**src/rtl/rcvshift.sv**
```systemverilog
// rcvshift: 8N1 LSB-first serial receiver; ports clk, rst, bit_len, serial_in in; data_out, valid, frm_err, busy out
module rcvshift (
  input  logic        clk,
  input  logic        rst,
  input  logic [15:0] bit_len,
  input  logic        serial_in,
  output logic [7:0]  data_out,
  output logic        valid,
  output logic        frm_err,
  output logic        busy
);
  typedef enum logic [2:0] {IDLE, START, DATA, STOP, BRK} state_t;
  state_t      state, state_n;
  logic [1:0]  sync;
  logic        rxd_s;
  logic [15:0] len, len_n, cnt, cnt_n;
  logic [2:0]  idx, idx_n;
  logic [7:0]  sh, sh_n, data_n;
  logic        valid_n, frm_n, zero;
  assign rxd_s = sync[1];
  assign zero  = cnt == 16'd0;
  assign busy  = state != IDLE;
  always_ff @(posedge clk) begin
    if (rst) begin
      sync     <= 2'b11;
      state    <= IDLE;
      len      <= '0;
      cnt      <= '0;
      idx      <= '0;
      sh       <= '0;
      data_out <= '0;
      valid    <= 1'b0;
      frm_err  <= 1'b0;
    end else begin
      sync     <= {sync[0], serial_in};
      state    <= state_n;
      len      <= len_n;
      cnt      <= cnt_n;
      idx      <= idx_n;
      sh       <= sh_n;
      data_out <= data_n;
      valid    <= valid_n;
      frm_err  <= frm_n;
    end
  end
  always_comb begin
    state_n = state;
    len_n   = len;
    cnt_n   = zero ? cnt : cnt - 16'd1;
    idx_n   = idx;
    sh_n    = sh;
    data_n  = data_out;
    valid_n = 1'b0;
    frm_n   = 1'b0;
    case (state)
      IDLE: if (!rxd_s) begin
        len_n   = bit_len;
        cnt_n   = (bit_len >> 1) - 16'd1;
        state_n = START;
      end
      START: if (zero) begin
        cnt_n   = len - 16'd1;
        idx_n   = '0;
        state_n = rxd_s ? IDLE : DATA;
      end
      DATA: if (zero) begin
        sh_n    = {rxd_s, sh[7:1]};
        cnt_n   = len - 16'd1;
        idx_n   = idx + 3'd1;
        state_n = idx == 3'd7 ? STOP : DATA;
      end
      STOP: if (zero) begin
        data_n  = sh;
        valid_n = rxd_s;
        frm_n   = !rxd_s;
        state_n = rxd_s ? IDLE : BRK;
      end
      BRK: state_n = rxd_s ? IDLE : BRK;
      default: state_n = IDLE;
    endcase
  end
endmodule

```
**config.mk**
```make
export PLATFORM = sky130hd
export DESIGN_NAME = rcvshift
export DESIGN_NICKNAME = d
export VERILOG_FILES = /design/src/rtl/rcvshift.sv
export SDC_FILE = /design/constraint.sdc
export NUM_CORES = 1
export LEC_CHECK = 0
export ABC_CLOCK_PERIOD_IN_PS = 2000
export CAP_MARGIN = 10
export CORE_UTILIZATION = 30
export CTS_CLUSTER_SIZE = 16
export DETAILED_ROUTE_END_ITERATION = 8
export PLACE_DENSITY = 0.48
export SETUP_SLACK_MARGIN = 0.4
export SLEW_MARGIN = 20
export SYNTH_ARGS = -nofsm -noshare
export SYNTH_HDL_FRONTEND = slang
export SYNTH_SLANG_ARGS = --single-unit
```
**constraint.sdc**
```tcl
create_clock -name clk -period 2 [get_ports clk]
set_input_delay 0.6 -clock clk [delete_from_list [all_inputs] [get_ports clk]]
set_output_delay 0.6 -clock clk [all_outputs]
set_load 0.05 [all_outputs]
```
After elaboration in Yosys (flattened, before gate mapping)
Index checks and enable logic that the tools add are counted.
Storage, ports and cells
  flip-flop bits (word level): 58
  input port bits: 19
  output and inout port bits: 11
  logic and storage cells: 52
Operators by class
  add/subtract/negate cells: 4
  equality and inequality tests: 9
  muxes and demuxes: 15
  bitwise gates (word level): 3
  reductions and logical operators: 12
Operators by type and width (number)
  $mux W16: 3
  $pmux W16 S2: 1
  $sub A16 B1 Y16 const B: 2
  $mux W3: 7
  $logic_not A16 Y1: 1
  $sub A15 B1 Y16 const B: 1
  $pmux W3 S5: 1
  $ne A2 B2 Y1 const B: 4
  $eq A3 B2 Y1 const B: 2
  $eq A3 B3 Y1 const B: 2
  $pmux W3 S2: 1
  $reduce_and A2 Y1: 3
  $reduce_and A4 Y1: 1
  $add A3 B1 Y3 const B: 1
  $eq A3 B1 Y1 const B: 1
  $logic_not A3 Y1: 1
  $not A1 Y1: 3
  $reduce_and A3 Y1: 1
  $reduce_bool A3 Y1: 1
  $reduce_or A3 Y1: 1
  $mux W2: 1
  $reduce_bool A2 Y1: 1
  $reduce_or A2 Y1: 1
  $logic_not A1 Y1: 1
  $mux W1: 1

Logic depth before layout (Yosys ltp)
Gate-level depths: netlist of the first run.
  depth after elaboration: 4
  depth in mapped cells: 8
  mapped depth without buffers: 7

Worst setup path after synthesis of the first run
Ideal clock, no wire load.
  path type: input-to-reg
  from: input bit_len[1]
  to: register cnt[8]
  library setup time: 0.070 ns
  arrival: 2.034 ns
  required time: 1.930 ns
  slack: -0.104 ns
  stages on the path: 8
  path buffers: 1
  path through: inv_1 -> ha_1 -> or4b_4 -> buf_6 -> nor4_4 -> xnor2_1 -> a221oi_2 -> o2bb2ai_1
On the way
  longest elaborated chain between the ends: 3
Ends and longest elaborated chain
  from (decl): line 5  | input logic [15:0] bit_len,
  $sub A15 B1 Y16: line 58  | cnt_n = (bit_len >> 1) - 16'd1;
  $mux W16: line 56  | IDLE: if (!rxd_s) begin
  $pmux W16 S2: line 55  | case (state)
  to (signal assigned): line 38  | cnt <= cnt_n;
  to (decl): line 16  | logic [15:0] len, len_n, cnt, cnt_n;
Every way passes these cells.
A chain may end at the register's enable or synchronous reset.

Worst setup path after layout of the first run
Same ends and word-level chain as after synthesis.

==> results.cfg, run 1 <==
[outcome]
status = completed

[final_layout]
fillCellCount = 954
final_nets = 535
drive_above_1_share_pct = 46.6
final_common_cell = buf_4
regArea_mm2 = 0.00118
utilization_pct = 50.6
multi_input_area_mm2 = 0.00231
n_antenna_cell = 0
final_cells = 651
final_area_mm2 = 0.00522
area_growth_pct = 64.0
mostFrequentLayoutCells = 73 x buf_4, 66 x nand2_1, 47 x dfxtp_1, 34 x a21oi_1, 29 x xor2_1

[route]
firstDrtPassIters = 4
vias = 3213
wl_per_cell_um = 15.4
ant_nets = 0
finalWirelength_mm = 10.0
drc = 0
via_per_inst = 4.94
drt-initial-drc-count = 125

[worst_setup_path]
path_cells = buf_6 -> buf_6 -> inv_12 -> ha_4 -> or4b_4 -> nor4_4 -> xnor2_2 -> a221oi_2 -> o2bb2ai_1
critPathLaunchType = input port
cp.arrival_ps = 2190
cpMaxStageDelayCell = or4b_4
max_stage_delay_ps = 510
end_kind = flip-flop
cp_common_cell = buf_6
critical_path.max_fanout = 3
path_delay_family = simple AND/OR/NAND/NOR gates
critPathBufInv = 3
crit_required_ps = 2280
critical_path_class = in2reg

[sta]
fin_crit_ps = 1920
clock_skew_ps = 12.7
period_share_pct = 95.8
worst_pin_slew_ps = 512
setup_violations = 0
achievable-frequency_mhz = 522
fin_tns_setup_ps = 0
hold_violations = 0
relSlewSlack_pct = 65.9
grt_setup_unrepaired = yes
slew_viol_final = 0

[clocking]
clockBufferDepth = 2
cts_root_buf = clkbuf_8
clock_sinks = 58
clkLatencyLatePin_ps = 350
cts_buffers = 9
clk_pin_slew_ps = 80
cts_hold_buffers = 0
htreeDepth = 3
cts_tree = yes

[yosys]
synth_flop_cell = dfxtp_1
synth-seq-area-share_pct = 36.4
yosysUniqueCellTypes = 52
synth_area_mm2 = 0.00319
avgSynthCellArea_um2 = 8.09
async_reset_ff_share_pct = 0
synth_fp_nets = 419
ys_seq_elements = 58
postSynthCellCount = 394
ys_warn_count = 0
synth_edf_count = 0

[pwr]
power_uw = 5230
p_leak_uw = 0.00210
power.density_mw_per_mm2 = 1000
peakVddDrop_mv = 0.393

[placed_design]
io_buffers = 29
gp_congestion = 0.785
hpwl_mm = 6.34
placed_area_mm2 = 0.00407
place_inst = 590

[global_route]
grt_antenna_before_repair = 0
grt_pass1_wl_mm = 15.8
grtUsageTotal_pct = 18.3
grt_overflow = 0
grt_max_degree = 45
first_global_vias = 3034

[floorplanning]
fp.dieArea_mm2 = 0.0110
initial_core_util_pct = 30.9
ioPinCount = 30
die_y_um = 105
die_w_um = 105
core_mm2 = 0.0103
row_count = 37

[hold_path]
hold_path_class = reg2reg

[flow_run]
maxCapViolCount = 0
## path summary, 6_finish.rpt
path         cells past startpoint           to        from  slack (ps)
max                              9       cnt[8]  bit_len[1]          80
min                              1      sync[1]     sync[0]         420
max reg2reg                     11  data_out[4]      cnt[1]         140
min reg2reg                      1      sync[1]     sync[0]         420
## cell usage after synthesis, types with 3 or more instances
library cell	instances	share of area [%]
ha_1	6	2.4
o221ai_1	6	1.6
or2_2	3	0.59
nor4_1	5	0.98
dfxtp_1	58	36
nor4_4	3	2.0
clkbuf_1	17	2.0
mux2i_1	3	0.94
nand3b_1	3	0.71
nor3_1	12	1.9
inv_1	9	1.1
nor4_2	4	1.6
o21ai_0	3	0.47
or4_1	6	1.4
buf_2	6	0.94
a211oi_1	4	0.94
nand2b_1	3	0.59
o31ai_1	3	0.71
or3_1	5	0.98
o22ai_1	5	0.98
nand4b_1	4	1.1
nand4_1	3	0.59
nor2_1	24	2.8
xor2_1	29	8.0
xnor2_1	7	1.9
a21oi_1	42	6.6
nand2_1	85	10
a22oi_1	7	1.6
nand3_1	4	0.63
## power by group
group | switching, µW | internal [µW] | total (µW)
logic | 1110 | 1370 | 2480
registers | 179 | 1320 | 1490
clock network | 543 | 712 | 1250
total | 1830 | 3400 | 5230
## final cells by class
| cell class | instances | area share (%) |
|---|---|---|
| multi-input combinational | 302 | 44.3 |
| timing repair buffer | 130 | 24.6 |
| clock buffer | 9 | 2.37 |
| clock inverter | 7 | 1.96 |
| tap | 136 | 3.26 |
| inverter | 9 | 0.982 |
| sequential | 58 | 22.5 |
## logic make-up after synthesis
kind of cell / share of synthesized area [%]
buffers and inverters: 4.83
AND/OR/NAND/NOR: 29.1
AO/OA/AOI/OAI: 16.4
multiplexers: 0.943
adder cells (fa/ha/maj): 2.36
XOR/XNOR: 9.90
flip-flops: 36.4
## state kept, by name (all words and copies together) (netlist names)
| name | flops |
|---|---|
| cnt | 16 |
| len | 16 |
| data_out | 8 |
| sh | 8 |
| idx | 3 |
| state | 3 |
| sync | 2 |
| frm_err | 1 |
| valid | 1 |
## what timing repair did
item	in CTS	in global routing
setup endpoints to repair	52	57
resized for setup	105	65
setup buffers	28	10
cloned	6	1
pin swaps	56	48
## metal layers
layer / routed length, µm / vias up / track usage, %
met5: 0 / - / 0
met4: 70 / 0 / 6.24
met3: 204 / 5 / 3.81
met2: 4720 / 40 / 28.5
met1: 5000 / 1536 / 25.1
li1: - / 1632 / -
## per-stage QoR
step	worst slack, ps	hold WS, ps
after CTS	35.1	422
after global placement	-605	402
after floorplan	-24.4	389
after global routing	24.1	447
after detailed placement	-660	402
final	83.5	423
Note: power is estimated with default switching activity, not from simulation.
==> run 2, diff against run 1 <==
- PLACE_DENSITY: 0.48 -> 0.55
==> run 2 against run 1 <==
Critical path depth unchanged. Utilization is 2.9 points lower. Routed wire length down 5.4%. Worst hold slack got worse by 0.84 ps. Register-to-register slack barely moved. Fmax shrank 1.0%. Power up 2.0%. Via count decreased by 0.44%. Highest routed layer unchanged.
==> results.cfg, run 2 (synthesis results as in run 1) <==
[outcome]
status = completed

[worst_setup_path]
path_delay_family = simple AND/OR/NAND/NOR gates
cp.arrival_ps = 2210
critPathBufInv = 3
path_cells = buf_6 -> buf_6 -> inv_12 -> ha_4 -> or4b_4 -> nor4_4 -> xnor2_2 -> a221oi_2 -> o2bb2ai_1
crit_required_ps = 2270
critPathLaunchType = input port
end_kind = flip-flop
cp_common_cell = buf_6
max_stage_delay_ps = 500
cpMaxStageDelayCell = or4b_4
critical_path_class = in2reg
critical_path.max_fanout = 4

[final_layout]
mostFrequentLayoutCells = 78 x nand2_1, 69 x buf_4, 46 x dfxtp_1, 40 x a21oi_1, 29 x xor2_1
top_regs = cnt x16, len x16
n_antenna_cell = 0
final_common_cell = nand2_1
drive_above_1_share_pct = 40.4
utilization_pct = 47.7
area_growth_pct = 54.7
final_cells = 633
final_nets = 517
fillCellCount = 992

[route]
wl_per_cell_um = 15.0
firstDrtPassIters = 5
vias = 3199
finalWirelength_mm = 9.46
drc = 0
via_per_inst = 5.05
drt-initial-drc-count = 172
ant_nets = 0

[floorplanning]
core_mm2 = 0.0103
row_count = 37
die_w_um = 105
die_y_um = 105
ioPinCount = 30
initial_core_util_pct = 30.9
fp.dieArea_mm2 = 0.0110

[placed_design]
place_inst = 586
gp_congestion = 0.789
hpwl_mm = 6.13
io_buffers = 29

[global_route]
grt_antenna_before_repair = 0
grt_pass1_wl_mm = 15.2
first_global_vias = 3065
grt_overflow = 0
grtUsageTotal_pct = 17.5
grt_max_degree = 51

[sta]
setup_violations = 0
hold_violations = 0
hold_ws_ps = 422
clock_skew_ps = 12.2
period_share_pct = 96.8
relSlewSlack_pct = 62.5
slew_viol_final = 0
fin_crit_ps = 1940
achievable-frequency_mhz = 516
worst_pin_slew_ps = 563
fin_tns_setup_ps = 0
grt_setup_unrepaired = yes

[clocking]
cts_buffers = 9
clkLatencyLatePin_ps = 350
clk_pin_slew_ps = 70
htreeDepth = 3
cts_tree = yes
cts_root_buf = clkbuf_8
clock_sinks = 58
clockBufferDepth = 2
cts_hold_buffers = 0

[pwr]
p_switching_uw = 1850
seqPwrFrac_pct = 28.4
p_comb_share_pct = 46.1
peakVddDrop_mv = 0.387
switching_share_pct = 34.7
power.density_mw_per_mm2 = 1080
power_frac_clock_pct = 25.6
internal-power_uw = 3480
p_leak_uw = 0.00191

[flow_run]
maxCapViolCount = 0

[hold_path]
hold_path_class = reg2reg
## run 2: worst paths after layout
check,startpoint,end,slack (ps),cells past startpoint
worst max-delay path,bit_len[1],cnt[8],60,9
worst min-delay path,sync[0],sync[1],420,1
worst min register to register,sync[0],sync[1],420,1
worst max register to register,cnt[3],cnt[13],150,7
## run 2: final cells by class
type	instances	area, µm²	area share [%]
sequential	58	1180	24.0
clock buffer	9	124	2.51
clock inverter	7	125	2.54
timing repair buffer	112	1020	20.8
tap	136	170	3.45
inverter	9	51.3	1.04
multi-input combinational	302	2250	45.7
## run 2: power by group through the flow
stage | sequential, µW | clock [µW] | combinational, µW
4_1_cts | 1500 | 1390 | 2210
3_5_place_dp | 1500 | 0 | 1810
5_1_grt | 1530 | 1450 | 2640
3_3_place_gp | 1500 | 0 | 1810
6_report | 1510 | 1360 | 2460
2_1_floorplan | 1480 | 0 | 1110
## run 2: worst reg2reg max path, delay by kind of cell, from the launching register on
| kind | cells | cell delay, ps |
|---|---|---|
| simple gates | 3 | 710 |
| flops | 1 | 340 |
| buf+inv | 2 | 320 |
| compound gates | 2 | 350 |
## run 2: per-stage QoR
step                      setup slack [ps]  power [µW]  instance area [µm²]
final                                 63.3        5330                 4930
after global routing                  13.4        5620                 4930
after CTS                             59.6        5110                 4660
after detailed placement              -632        3320                 4030
after global placement                -614        3300                 4030
after floorplan                      -24.4        2600                 3350
## run 2: timing repair
action,CTS,global route
resized for setup,85,42
cloned,2,3
endpoints found under the setup margin,57,57
pin swaps,39,40
setup buffers,20,6
## run 2: layer usage
metal  share of wire [%]  GRT usage, %  up-vias  wire length, µm
li1                    -             -     1588                -
met1                  47          23.2     1523             4410
met2                  48          27.7       74             4510
met3                 3.6          3.56       14              340
met4                 2.2          7.04        0              206
met5                   0             0        -                0
